===== config.mk =====
export PLATFORM = sky130hd
export DESIGN_NAME = program_counter
export DESIGN_NICKNAME = d
export VERILOG_FILES = /design/src/rtl/program_counter_pkg.sv /design/src/rtl/program_counter_pc_adder.sv /design/src/rtl/program_counter.sv
export SDC_FILE = /design/constraint.sdc
export NUM_CORES = 1
export LEC_CHECK = 0
export BUFFER_PORTS_ARGS = -buffer_cell sky130_fd_sc_hd__buf_2
export CAP_MARGIN = 20
export CORE_MARGIN = 10
export CORE_UTILIZATION = 43
export DETAILED_ROUTE_END_ITERATION = 7
export GPL_ROUTABILITY_DRIVEN = 0
export GPL_TIMING_DRIVEN = 1
export PLACE_DENSITY = 0.82
export SLEW_MARGIN = 20
export SYNTH_ARGS = -nofsm -noshare
export SYNTH_HDL_FRONTEND = slang
export SYNTH_SLANG_ARGS = --single-unit
export TNS_END_PERCENT = 50

===== constraint.sdc =====
create_clock -name CLK -period 1.4 [get_ports CLK]
set_clock_uncertainty 0.2 [all_clocks]
set_input_delay 0.14 -clock CLK [delete_from_list [all_inputs] [get_ports CLK]]
set_output_delay 0.14 -clock CLK [all_outputs]
set_load 0.02 [all_outputs]

===== src/rtl/program_counter_pkg.sv =====
// -----------------------------------------------------------------------------
// program_counter_pkg
//   Shared CPU constants for the program counter. The CPU top passes these into
//   the program_counter parameters so every PC instance agrees on address
//   width, step size and start address.
//
//   PC_WIDTH : address width in bits
//   PC_INC   : byte step between consecutive 32-bit instructions
//   PC_RESET : address the PC returns to on reset
// -----------------------------------------------------------------------------
package program_counter_pkg;

  localparam int unsigned PC_WIDTH = 16;
  localparam int unsigned PC_INC   = 4;
  localparam int unsigned PC_RESET = 0;

endpackage : program_counter_pkg


===== src/rtl/program_counter_pc_adder.sv =====
// -----------------------------------------------------------------------------
// pc_adder
//   Combinational WIDTH-bit adder producing pc + INC. The carry-out is dropped,
//   so an overflowing sum wraps modulo 2^WIDTH.
//
//   Ports:
//     pc_i  [WIDTH-1:0] : current program-counter value
//     sum_o [WIDTH-1:0] : (pc_i + INC) mod 2^WIDTH
// -----------------------------------------------------------------------------
module pc_adder
  import program_counter_pkg::*;
#(
  parameter int unsigned WIDTH = PC_WIDTH,
  parameter int unsigned INC   = PC_INC
) (
  input  logic [WIDTH-1:0] pc_i,
  output logic [WIDTH-1:0] sum_o
);

  localparam logic [WIDTH-1:0] INC_W = WIDTH'(INC);

  // Sum is declared WIDTH bits wide, so the carry is discarded by truncation.
  assign sum_o = pc_i + INC_W;

endmodule : pc_adder


===== src/rtl/program_counter.sv =====
// -----------------------------------------------------------------------------
// program_counter
//   Program counter register for the fetch stage. Holds the current
//   instruction address and advances it by INC on each rising CLK edge where
//   test is 1. Reset is asynchronous and active-low and reloads RESET_VALUE.
//
//   Ports:
//     CLK              : clock, all updates on its rising edge (except reset)
//     RST              : asynchronous active-low reset
//     test             : increment enable, counter advances only when 1
//     out [WIDTH-1:0]  : current PC value, driven straight from the register
// -----------------------------------------------------------------------------
module program_counter
  import program_counter_pkg::*;
#(
  parameter int unsigned WIDTH       = PC_WIDTH,
  parameter int unsigned INC         = PC_INC,
  parameter int unsigned RESET_VALUE = PC_RESET
) (
  input  logic             CLK,
  input  logic             RST,
  input  logic             test,
  output logic [WIDTH-1:0] out
);

  localparam logic [WIDTH-1:0] RESET_W = WIDTH'(RESET_VALUE);

  logic [WIDTH-1:0] pc_q;
  logic [WIDTH-1:0] pc_d;
  logic [WIDTH-1:0] pc_inc;

  pc_adder #(
    .WIDTH (WIDTH),
    .INC   (INC)
  ) u_pc_adder (
    .pc_i  (pc_q),
    .sum_o (pc_inc)
  );

  // An X/Z enable takes the else branch, so the PC holds instead of going X.
  always_comb begin
    pc_d = pc_q;
    if (test) begin
      pc_d = pc_inc;
    end
  end

  always_ff @(posedge CLK or negedge RST) begin
    if (!RST) begin
      pc_q <= RESET_W;
    end else begin
      pc_q <= pc_d;
    end
  end

  assign out = pc_q;

endmodule : program_counter


# Word level (Yosys, flattened, before mapping)
# Cells that the tools add are included.
[word_totals] regBits=16 in_bits=3 out_inout_bits=16
[op_classes] addsub=1
[ops] operator="16-bit by 3-bit adder with 16-bit output, second input constant" n=1

# Depth between registers and ports, before layout
[depth] ltp_word=1 mapped_depth=4

# Modules after synthesis
# A second synthesis with hierarchy kept.
[unflattened] cells_unflattened=71 hier_area_um2=923.4
[by_module_without_submodules] mod="program_counter" cells_per_inst=34 area_each_um2=649.4 n_inst=1
[by_module_without_submodules] mod="pc_adder" cells_per_inst=37 area_each_um2=274.0 n_inst=1

# Least setup slack after synthesis
# Ideal clock, no wire load.
[synth_timing] path_type="reg-to-reg" from="register pc_q[4], in the netlist out[4]" to="register pc_q[11], in the netlist out[11]" t_arrival_ns=1.247 setup_time_ns=0.129 path_stages_with_launch=5 path_slack_ns=-0.176 path_cell_list="dfrtp_1 and4_4 and4_4 nand4_2 xnor2_1"
[synth_via] elab_chain_cells=1
[synth_lines] item="start: declaration" line_no="program_counter.sv:28" rtl="logic [WIDTH-1:0] pc_q;"
[synth_lines] item="start signal: assignment" line_no="program_counter.sv:52" rtl="pc_q <= pc_d;"
[synth_lines] item="16-bit by 3-bit adder with 16-bit output" line_no="program_counter_pc_adder.sv:23" rtl="assign sum_o = pc_i + INC_W;"
# Every way passes these cells.
# A chain may end at the register's enable or synchronous reset.

# Final worst setup path
[layout_timing] from="register pc_q[6], in the netlist out[6]" to="register pc_q[13], in the netlist out[13]"
# Same word-level chain as after synthesis.

==> results.py <==
metrics = {
    "status": {
        "outcome": "finished with violations",
        "violations": "setup timing",
    },
    "critical_path": {
        "startpoint": "out[6]",
        "r2r-start": "out[6]",
        "ff2ff_path_depth": 4,
        "crit_type": "reg -> reg",
        "cp.required_ns": 1.37,
        "cp_max_fo": 4,
        "critPathCaptureType": "flop",
        "worst-endpoint-arrival_ns": 1.38,
        "startpoint_type": "flop",
    },
    "synth": {
        "yosys_warnings": 0,
        "netlist_top_cells_area": "dfrtp_1, xnor2_1, xor2_1",
        "synth_edf_count": 0,
        "synth.most_common_cell": "dfrtp_1",
        "syn-instance-count": 51,
        "ys_seq_elements": 14,
        "ys_types": 16,
        "yosysSeqAreaShare_pct": 56.0,
        "yosysTopAreaCell": "dfrtp_1",
        "ys_async_sr_fraction_pct": 100,
        "synthFlopType": "dfrtp_1",
        "synthTopCellsByCount": "dfrtp_1, xnor2_1, nand2_1, xor2_1",
        "avgSynthCellArea_um2": 12.3,
        "syn_area_um2": 626,
        "synthDominantCellAreaShare_pct": 56.0,
    },
    "drt": {
        "drc": 0,
        "ant_nets": 0,
        "drtPass1Iterations": 4,
        "viasPerCell": 5.02,
        "dr.first_iter.drc_count": 8,
        "wirelength_um": 1530,
        "vias": 492,
        "post_drt_wl_per_cell_um": 15.6,
    },
    "placed_design": {
        "place_area_um2": 792,
        "io_buffers": 16,
        "dp_hpwl_um": 1090,
    },
    "pwr": {
        "ir_worst_vdd_mv": 1.05,
        "leakagePower_nw": 0.447,
        "total_power_mw": 1.49,
        "p_per_area_mw_per_mm2": 1710,
    },
    "sta": {
        "hold_viol": 0,
        "fin_crit_ns": 1.41,
        "setup_slack_ns": -0.00810,
        "slew_viol_final": 0,
        "fmax_mhz": 710,
        "rsz0062_at_grt": "true",
        "final-setup-viol-count": 1,
        "finalCritPeriodShare_pct": 101,
        "hold_ws_ns": 0.0527,
    },
    "die": {
        "die_w_um": 58.1,
        "pin_count": 19,
        "die_y_um": 58.1,
        "start_util_pct": 46.9,
        "dieArea_mm2": 0.00338,
        "rows": 13,
        "design.core.area_mm2": 0.00133,
    },
    "global_routing": {
        "grt_pass1_wl_um": 2600,
        "grt_overflow_total": 0,
        "grt_max_degree": 15,
        "grt_pass1_vias": 541,
        "antenna_found_initial": 0,
        "grtUsageTotal_pct": 10.2,
    },
    "cells_and_area": {
        "final_area_um2": 870,
        "area_growth_pct": 39.0,
        "antenna_cells": 0,
        "drive_gt1_share_pct": 51.8,
        "largest_reg_flops": 14,
        "fin_nets": 88,
    },
    "clocking": {
        "cts_tree": "done",
        "clock_sinks": 14,
        "h-tree-depth": 1,
        "cts-root-buf": "clkbuf_4",
        "cts_buffers": 3,
        "clock_latency_ns": 0.29,
        "clk_path_buf_depth": 2,
        "clk_pin_slew_ns": 0.09,
    },
    "flow_run": {
        "cap_violations": 0,
    },
    "worst_hold_path": {
        "min_path_type": "in -> reg",
        "hold_depth": 3,
        "min_from": "test",
    },
}
cell families (layout without fill, tap and decap cells):
family	after synthesis	after routing	share of synthesized area, %
simple gates	18	18	18.4
flops	14	14	56.0
xor+xnor	13	13	18.2
buf+inv	3	34	3.00
fa+ha+maj	1	1	2.00
other cells	1	2	0.599
mux	1	1	1.80
per-stage QoR:
step,setup slack [ns],utilization [%],cells,TNS (ns)
after floorplan,-0.0959,-,52,-0.432
after global placement,-0.00126,59.4,91,-0.00126
after detailed placement,-0.0329,59.4,91,-0.0430
after CTS,-0.00339,64.8,98,-0.00511
after global routing,-0.0510,65.2,98,-0.254
final,-0.00810,65.2,98,-0.00810
power by group:
part / internal [mW] / total (mW) / switching [mW]
registers: 0.507 / 0.588 / 0.0813
clock network: 0.111 / 0.251 / 0.140
logic: 0.309 / 0.649 / 0.340
total: 0.926 / 1.49 / 0.562
cell type report:
type / instances / area, um2
Multi-Input combinational cell: 35 / 284
Inverter: 1 / 3.75
Timing Repair Buffer: 29 / 183
Clock buffer: 4 / 26.3
Sequential cell: 14 / 354
Tap cell: 15 / 18.8
Fill cell: 112 / 464
per-layer routing:
layer  wire length, um  global-route usage [%]
met5                 0                       0
met4                53                    9.06
met3                93                    3.05
met2               784                    16.1
met1               600                    10.7
repair_timing:
action / CTS / global route
endpoints found under the hold margin: 15 / 0
pin swaps: 4 / 3
cloned: 0 / 0
setup endpoints to repair: 4 / 7
setup buffers: 1 / 0
hold buffers: 2 / 0
resized for setup: 3 / 2
cells in the final DEF, fill, tap and decap left out:
cell type	netlist	final
nand3_2	1	3
nand2_1	4	4
dlygate4sd3_1	0	2
ha_2	0	1
mux2_2	1	1
clkbuf_1	0	1
dfrtp_2	0	3
buf_4	2	11
conb_1	1	2
inv_1	1	1
dfrtp_1	14	11
nor2_1	3	2
nor3_2	1	1
and4_4	2	2
nand3_1	3	1
nor2_2	0	1
buf_2	0	16
xor2_1	4	4
nand4_4	0	1
clkbuf_4	0	3
xnor2_1	9	9
nand4_1	3	3
path summary, 6_finish.rpt:
| check | end | slack (ns) |
|---|---|---|
| max | out[13] | -0.008 |
| min | out[3] | 0.05 |
| max reg2reg | out[13] | -0.008 |
| min reg2reg | out[11] | 0.29 |
| max in group asynchronous | out[5] | 0.68 |
| min in group asynchronous | out[8] | 0.07 |
worst max-delay path, cell delays in order, from the launching register on:
cell and delay (ns):
dfrtp_2 0.39, and4_4 0.22, and4_4 0.27, nand3_2 0.09
xnor2_1 0.13
Note: power is estimated with default switching activity, not from simulation.
